[config.mk]
export PLATFORM = sky130hd
export DESIGN_NAME = load_tile_pair
export DESIGN_NICKNAME = d
export VERILOG_FILES = /design/src/rtl/load_tile_pair.sv
export SDC_FILE = /design/constraint.sdc
export NUM_CORES = 1
export LEC_CHECK = 0
export ABC_AREA = 1
export CAP_MARGIN = 20
export CORE_AREA = 2 2 209 262
export DETAILED_ROUTE_END_ITERATION = 8
export DIE_AREA = 0 0 211 264
export DONT_BUFFER_PORTS = 1
export REMOVE_ABC_BUFFERS = 1
export SLEW_MARGIN = 20
export SYNTH_ARGS = -nofsm -noshare
export SYNTH_HDL_FRONTEND = slang
export SYNTH_SLANG_ARGS = --single-unit
[constraint.sdc]
create_clock -name clk -period 2.6 [get_ports clk]
set_input_delay 0.39 -clock clk [delete_from_list [all_inputs] [get_ports clk]]
set_output_delay 0.39 -clock clk [all_outputs]
set_load 0.05 [all_outputs]
[src/rtl/load_tile_pair.sv]
// Tile-pair loader: fetches an A tile and a B tile in lockstep from two latency-RD_LAT RAM ports.
// Optional macro LOAD_TILE_PAIR_TRANSPOSE_B_EN stores the B tile transposed.
module load_tile_pair #(
   parameter int TN     = 4,
   parameter int DW     = 16,
   parameter int AW     = 8,
   parameter int MAT_N  = 16,
   parameter int RD_LAT = 1
) (
   input  logic          clk,
   input  logic          rst,
   input  logic          start,
   input  logic [7:0]    block_row,
   input  logic [7:0]    block_col,
   input  logic [7:0]    block_k,
   input  logic [DW-1:0] dina,
   input  logic [DW-1:0] dinb,
   output logic [AW-1:0] addra,
   output logic [AW-1:0] addrb,
   output logic          ena,
   output logic          enb,
   output logic [DW-1:0] block_mat_a [0:TN-1][0:TN-1],
   output logic [DW-1:0] block_mat_b [0:TN-1][0:TN-1],
   output logic          busy,
   output logic          done
);

   localparam int NE = TN * TN;
   localparam int EW = (NE > 1) ? $clog2(NE) : 1;
   localparam int IW = (TN > 1) ? $clog2(TN) : 1;
   localparam logic [EW-1:0] E_LAST = EW'(NE - 1);
   localparam logic [IW-1:0] I_LAST = IW'(TN - 1);

   typedef enum logic [1:0] {IDLE, ISSUE, DRAIN} state_t;

   state_t          state_q, state_d;
   logic [EW-1:0]   e_q, e_d, e_nxt;
   logic [7:0]      row0_q, row0_d, col0_q, col0_d, k0_q, k0_d;
   logic [AW-1:0]   addra_q, addra_d, addrb_q, addrb_d;
   logic            en_q, en_d;
   logic [IW-1:0]   iss_i_q, iss_i_d, iss_j_q, iss_j_d;
   logic [IW-1:0]   nxt_i, nxt_j;
   logic            busy_q, busy_d, done_q, done_d;

   logic            tag_v_q [RD_LAT];
   logic            tag_v_d [RD_LAT];
   logic [IW-1:0]   tag_i_q [RD_LAT];
   logic [IW-1:0]   tag_i_d [RD_LAT];
   logic [IW-1:0]   tag_j_q [RD_LAT];
   logic [IW-1:0]   tag_j_d [RD_LAT];
   logic            cap_v;
   logic [IW-1:0]   cap_i, cap_j;

   logic [DW-1:0]   tile_a_q [0:TN-1][0:TN-1];
   logic [DW-1:0]   tile_a_d [0:TN-1][0:TN-1];
   logic [DW-1:0]   tile_b_q [0:TN-1][0:TN-1];
   logic [DW-1:0]   tile_b_d [0:TN-1][0:TN-1];

   // AW-bit arithmetic wraps exactly like a full-width sum truncated mod 2^AW.
   function automatic logic [AW-1:0] lin_addr(input logic [7:0] r0, input logic [7:0] c0,
                                              input logic [IW-1:0] i, input logic [IW-1:0] j);
      return (AW'(r0) + AW'(i)) * AW'(MAT_N) + AW'(c0) + AW'(j);
   endfunction

   assign e_nxt = e_q + EW'(1);
   assign nxt_i = IW'(32'(e_nxt) / 32'(TN));
   assign nxt_j = IW'(32'(e_nxt) % 32'(TN));

   assign cap_v = tag_v_q[RD_LAT-1];
   assign cap_i = tag_i_q[RD_LAT-1];
   assign cap_j = tag_j_q[RD_LAT-1];

   always_comb begin
      state_d = state_q;
      e_d     = e_q;
      row0_d  = row0_q;
      col0_d  = col0_q;
      k0_d    = k0_q;
      addra_d = addra_q;
      addrb_d = addrb_q;
      en_d    = 1'b0;
      iss_i_d = iss_i_q;
      iss_j_d = iss_j_q;
      done_d  = 1'b0;
      case (state_q)
         IDLE: begin
            if (start) begin
               state_d = ISSUE;
               e_d     = '0;
               row0_d  = block_row;
               col0_d  = block_col;
               k0_d    = block_k;
               addra_d = lin_addr(block_row, block_k, '0, '0);
               addrb_d = lin_addr(block_k, block_col, '0, '0);
               en_d    = 1'b1;
               iss_i_d = '0;
               iss_j_d = '0;
            end
         end
         ISSUE: begin
            if (e_q == E_LAST) begin
               state_d = DRAIN;
            end else begin
               e_d     = e_nxt;
               addra_d = lin_addr(row0_q, k0_q, nxt_i, nxt_j);
               addrb_d = lin_addr(k0_q, col0_q, nxt_i, nxt_j);
               en_d    = 1'b1;
               iss_i_d = nxt_i;
               iss_j_d = nxt_j;
            end
         end
         DRAIN: begin
            if (cap_v && (cap_i == I_LAST) && (cap_j == I_LAST)) begin
               state_d = IDLE;
               done_d  = 1'b1;
            end
         end
         default: state_d = IDLE;
      endcase
      busy_d = (state_d != IDLE);
   end

   // Stage 0 follows the registered address; the tag emerges on the capture edge.
   always_comb begin
      tag_v_d[0] = en_q;
      tag_i_d[0] = iss_i_q;
      tag_j_d[0] = iss_j_q;
      for (int unsigned k = 1; k < RD_LAT; k++) begin
         tag_v_d[k] = tag_v_q[k-1];
         tag_i_d[k] = tag_i_q[k-1];
         tag_j_d[k] = tag_j_q[k-1];
      end
   end

   always_comb begin
      tile_a_d = tile_a_q;
      tile_b_d = tile_b_q;
      if (cap_v) begin
         tile_a_d[cap_i][cap_j] = dina;
`ifdef LOAD_TILE_PAIR_TRANSPOSE_B_EN
         tile_b_d[cap_j][cap_i] = dinb;
`else
         tile_b_d[cap_i][cap_j] = dinb;
`endif
      end
   end

   always_ff @(posedge clk or negedge rst) begin
      if (!rst) begin
         state_q <= IDLE;
         e_q     <= '0;
         row0_q  <= '0;
         col0_q  <= '0;
         k0_q    <= '0;
         addra_q <= '0;
         addrb_q <= '0;
         en_q    <= 1'b0;
         iss_i_q <= '0;
         iss_j_q <= '0;
         busy_q  <= 1'b0;
         done_q  <= 1'b0;
         for (int unsigned k = 0; k < RD_LAT; k++) begin
            tag_v_q[k] <= 1'b0;
            tag_i_q[k] <= '0;
            tag_j_q[k] <= '0;
         end
         for (int unsigned i = 0; i < TN; i++) begin
            for (int unsigned j = 0; j < TN; j++) begin
               tile_a_q[i][j] <= '0;
               tile_b_q[i][j] <= '0;
            end
         end
      end else begin
         state_q  <= state_d;
         e_q      <= e_d;
         row0_q   <= row0_d;
         col0_q   <= col0_d;
         k0_q     <= k0_d;
         addra_q  <= addra_d;
         addrb_q  <= addrb_d;
         en_q     <= en_d;
         iss_i_q  <= iss_i_d;
         iss_j_q  <= iss_j_d;
         busy_q   <= busy_d;
         done_q   <= done_d;
         tag_v_q  <= tag_v_d;
         tag_i_q  <= tag_i_d;
         tag_j_q  <= tag_j_d;
         tile_a_q <= tile_a_d;
         tile_b_q <= tile_b_d;
      end
   end

   assign addra       = addra_q;
   assign addrb       = addrb_q;
   assign ena         = en_q;
   assign enb         = en_q;
   assign busy        = busy_q;
   assign done        = done_q;
   assign block_mat_a = tile_a_q;
   assign block_mat_b = tile_b_q;

endmodule

Word level (Yosys, flattened, before mapping)
Cells that the tools add are included.

$add $sub $neg: 9. Order comparisons: 4. Eq/ne operators: 7. Muxes and demuxes: 29. Bitwise gates (word level): 2. Reductions and logical operators: 9.

Operator list (number): bitwise mux 256 bit (2); demux 64 bit (select 2 bit) (1); two-way mux 64 bit (1); adder 8 bit (4); demux 16 bit (select 2 bit) (1); two-way mux 8 bit (4); case mux 8 bit (2 select lines) (2); adder 8 x 2 -> 8 bit (2); two-way mux 16 bit (1); two-way mux 2 bit (6); adder 4 x 2 -> 4 bit (2); two-way mux 4 bit (2); case mux 2 bit (2 select lines) (2); case mux 4 bit (2 select lines) (1); == test 2 bit, second input constant (3); greater-or-equal comparator 3 bit, second input constant (2); less-than comparator 3 x 1 -> 1 bit, second input constant (2); inverter 2 -> 3 bit (2); case mux 2 bit (3 select lines) (1); adder 4 x 1 -> 4 bit, second input constant (1); == test 4 bit, second input constant (1); logical AND 1 bit (4); two-way mux 1 bit (4); != test 2 bit, second input constant (2); other kinds (6) (7).

Bits in registers: 566. Input port bits: 59. Output and inout bits: 532.

Depth between registers and ports, before layout
Word-level depth: 8. Gate-level depth with buffers: 15. Depth with buffers taken out: 15.

Least setup slack after synthesis
OpenSTA, ideal clock, no wires.

Kind: register to register. Start point: register e_q[0]. End point: register addra_q[6], in the netlist addra[6]. Library setup time: 0.118 ns. Arrival: 2.382 ns. Setup slack: 0.100 ns. Cell stages (with the launch flop): 15. Path buffers: 0. Period minus slack after synthesis: 2.500 ns. Cell sequence: dfrtp_1 ha_1 xor2_1 ha_1 inv_1 fa_1 inv_1 ha_1 inv_1 nor3_1 nand2_1 nand3_1 nand3_1 nand2_1 nand2_1.

Word-level cells in the longest chain between the ends: 6.

Ends and longest elaborated chain: from (decl) (line 37) `logic [EW-1:0] e_q, e_d, e_nxt;`; from (signal assigned) (line 151) `e_q <= '0;`; from (signal assigned) (line 175) `e_q <= e_d;`; adder 4 x 1 -> 4 bit (line 65) `assign e_nxt = e_q + EW'(1);`; adder 4 x 2 -> 4 bit (line 62) `return (AW'(r0) + AW'(i)) * AW'(MAT_N) + AW'(c0) + AW'(j);`; adder 8 bit (line 62); adder 8 x 2 -> 8 bit (line 62); two-way mux 8 bit (line 101) `if (e_q == E_LAST) begin`; case mux 8 bit (2 select lines) (line 85) `case (state_q)`; to (signal assigned) (line 179) `addra_q <= addra_d;`; to (decl) (line 39) `logic [AW-1:0] addra_q, addra_d, addrb_q, addrb_d;`.

Several ways; a longest one is shown, not always the timed one. The select of a mux whose other input is x is not followed. A chain may end at the register's enable or synchronous reset.

Worst setup path after layout
Start point: register e_q[1]. End point: register addrb_q[6], in the netlist addrb[6].

Word-level cells in the longest chain between the ends: 6.

Ends and longest elaborated chain: adder 4 x 1 -> 4 bit (line 65); adder 4 x 2 -> 4 bit (line 62); adder 8 bit (line 62); adder 8 x 2 -> 8 bit (line 62); two-way mux 8 bit (line 101); case mux 8 bit (2 select lines) (line 85); to (signal assigned) (line 180) `addrb_q <= addrb_d;`; to (decl) (line 39).

Several ways; a longest one is shown, not always the timed one. The select of a mux whose other input is x is not followed.

==> results.json <==
{
  "setup.reg_to_reg.worst_slack_ps": -30,
  "first_pass_iters": 7,
  "clock_latency_ps": 600,
  "drt_drc_violations_left": 0,
  "muxShareOfSynthArea_pct": 0.534,
  "synth.yosys.warnings": 0,
  "setup_repair_after_global_routing_missed_its_margin": "yes",
  "cp.required_ps": 3120,
  "detail-route-antenna-nets": 0,
  "worst_ep_arrival_time_ps": 3150,
  "setup_violators_final": 2,
  "status": "complete, but fails checks",
  "finalHoldViolCount": 239,
  "failing_checks": "hold timing, slew limit, setup timing",
  "grt_pass1_wl_mm": 95.5,
  "die_height_um": 264,
  "cpLargestDelayFamily": "adder cells",
  "num_io_pins": 591,
  "synth_top_area_cell": "dfrtp_1",
  "placed_area_um2": 21800,
  "cts_hold_buffers": 20,
  "summed_area_of_non_filler_cells_in_the_final_layout_um2": 23900,
  "flow.area_growth_from_synthesis_pct": 13.1,
  "tritoncts_buffer_count": 53,
  "fmax_ghz": 0.380,
  "avgSynthCellArea_um2": 10.1,
  "grt_start_max_net_pins": 563,
  "crit_slowest_cell": "fa_2",
  "r2r_start": "e_q[1]",
  "post_synth_instance_area_um2": 21100,
  "postSynthCellCount": 2091,
  "drt-vias-per-instance": 5.33,
  "clock_tree.htree_level_count": 2,
  "top_ff_cell_synth": "dfrtp_1",
  "synth.distinct_cells": 30,
  "timing.critical_path.cells": "ha_2 > xor2_1 > buf_4 > ha_4 > inv_2 > fa_2 > inv_2 > ha_4 > buf_6 > nand4_1 > a21o_1 > nand3_1 > nand2_1 > nand2_1",
  "synthAdderAreaFrac_pct": 1.81,
  "average_routed_wire_per_standard_cell_um": 23.5,
  "compound_cell_area_share_of_the_yosys_netlist_pct": 13.2,
  "worst_setup_hold_path_clk_slew_ps": 70,
  "timing.hold.ws_ps": -516,
  "antenna_found_initial": 1,
  "synth-seq-area-share_pct": 66.6,
  "route.final.wire_length_mm": 65.4,
  "cp.buffers_inverters": 4,
  "post_route_cells_drive_above_1_share_pct": 8.44,
  "synth-edff-count": 0,
  "ctsLongestPathBuffers": 3,
  "synth.area.top_cells": "dfrtp_1, o21ai_0, nand2_1",
  "worst_hold_path_type": "input pin to async pin",
  "timing.reg2reg.worst_path_depth": 14,
  "dr_total_vias": 14800,
  "worstMarginPinSlew_ps": 3080,
  "gp_congestion": 0.875,
  "yosysTopAreaCellShare_pct": 66.6,
  "tritoncts_clock_tree": "built",
  "r2r_end": "addrb[6]",
  "criticalPathCategory": "register to register",
  "fin_crit_ps": 2630,
  "critPathLaunchType": "register",
  "max_cap_viol_count": 0,
  "synth_top_family_by_area": "compound AO/OA/AOI/OAI gates",
  "grt_pass1_vias": 14400,
  "post_synth_xor_area_fraction_pct": 0.415,
  "post-route-util_pct": 44.7,
  "final.period_utilization_pct": 101,
  "final_net_count": 2152,
  "synth_seq_cells": 562,
  "floorplan.initialDensity_pct": 39.5,
  "overflow": 0,
  "worstPathMaxFanout": 3,
  "grt_util_all_layers_pct": 22.9,
  "fp.dieW_um": 211,
  "final_max_slew_viol_count": 401,
  "placement.io_buffers": 0,
  "post_synth_and_or_nand_nor_area_fraction_pct": 13.1,
  "synthArstFlopShare_pct": 100,
  "critPathCaptureType": "register",
  "fp.coreArea_um2": 53400,
  "rows": 95,
  "first_iter_violations": 1455,
  "layout.filler_cells": 5029,
  "cts_root_buf": "clkbuf_16",
  "worst_skew_ps": 16.6,
  "setup_slack_ps": -33.9,
  "hpwlAfterDp_mm": 42.6,
  "die-area_um2": 55700,
  "timing.max_slew.rel_slack_pct": -105,
  "n_antenna_cell": 0,
  "cpPeakStageDelay_ps": 520,
  "cts.sinks": 562
}
cells in the final DEF, fill, tap and decap left out, types with 5 or more instances in the layout:
cell           instances
clkbuf_1              17
inv_1                 78
ha_4                   5
clkbuf_8               9
clkinv_2               6
o21ai_0              348
o21ai_1               20
a31oi_1               10
nor2_1               192
a21oi_1              169
inv_2                  5
dfrtp_1              562
nand2_2                8
dlygate4sd3_1         20
clkbuf_16             53
nand2_1              454
ha_1                  15
nand3_1               28
xor2_1                 5
buf_4                 39
mux2_2                10
routing by layer:
metal  routed length [um]  track usage (%)  vias up
met1                24600             27.0     7280
met3                 5990             7.03      141
met2                32100             38.8      650
li1                     -                -     6774
met5                    0                0        -
met4                 2740             9.67        0
timing repair:
action	CTS	global route
setup endpoints to repair	4	4
cloned	0	0
hold endpoints to repair	590	562
gates resized for setup	3	23
pin swaps	0	15
setup buffers	0	1
area by class of cell:
type | count | area, um2 | share of cell area (%)
Sequential cell | 562 | 14100 | 58.9
Multi-Input combinational cell | 1302 | 6310 | 26.4
Clock buffer | 79 | 1510 | 6.34
Tap cell | 679 | 850 | 3.56
Timing Repair Buffer | 64 | 584 | 2.45
Inverter | 83 | 312 | 1.30
Clock inverter | 18 | 243 | 1.02
registers in the layout, summed over array words and instances (netlist names), 2 cells and up:
| signal | cells |
|---|---|
| addra | 8 |
| block_mat_b | 256 |
| k0_q | 8 |
| e_q | 4 |
| row0_q | 4 |
| state_q | 2 |
| cap_j | 2 |
| col0_q | 8 |
| cap_i | 2 |
| addrb | 8 |
| block_mat_a | 256 |
synthesized netlist by cell type, types with 2 or more instances:
library cell / number
dfrtp_1: 562
nand2_1: 459
o21ai_0: 348
nor2_1: 195
a21oi_1: 171
clkbuf_1: 97
inv_1: 81
buf_2: 45
nand3_1: 30
ha_1: 21
o21ai_1: 20
a31oi_1: 10
mux2_2: 10
fa_1: 6
xor2_1: 6
nand2_2: 4
nand3_2: 4
xnor2_1: 4
nor2_2: 3
buf_4: 2
inv_2: 2
nor3_1: 2
nor3_4: 2
how the worst max path moves through the flow:
stage | from | endpoint | slack, ps | depth (start not counted)
2_1_floorplan | cap_i[1] | busy | -740 | 4
3_3_place_gp | e_q[0] | addra[6] | 10 | 15
3_5_place_dp | e_q[0] | addra[6] | -60 | 15
4_1_cts | e_q[0] | addrb[7] | -6 | 16
5_1_grt | e_q[1] | addrb[7] | -130 | 16
6_report | e_q[1] | addrb[6] | -30 | 14
kinds of logic after synthesis:
logic type / count (synthesis)
AOI/OAI and AO/OA: 552
xor gates and xnor gates: 10
adders and majority gates: 27
buffers and inverters: 227
DFF: 562
muxes: 10
and+or+nand+nor: 703
worst reg2reg max path, stage by stage, from the launching register on:
cell and delay [ps]:
dfrtp_1 400, ha_2 210, xor2_1 130, buf_4 160, ha_4 140, inv_2 30, fa_2 520, inv_2 50
ha_4 280, buf_6 100, nand4_1 120, a21o_1 220, nand3_1 70, nand2_1 50, nand2_1 90
stage by stage:
stage	hold WS, ps	worst slack, ps	std cells	TNS [ps]
6_report	-516	-33.9	2787	-56.5
5_1_grt	-542	-127	2787	-455
4_1_cts	-539	-6.44	2786	-6.44
3_5_place_dp	114	-63.4	2669	-107
3_3_place_gp	119	14.4	2669	0
2_1_floorplan	94.4	-744	1947	-16550
Power is left out: the tool's default activity adds up to more than one toggle a clock period on the data nets, which glitch-free logic cannot reach.
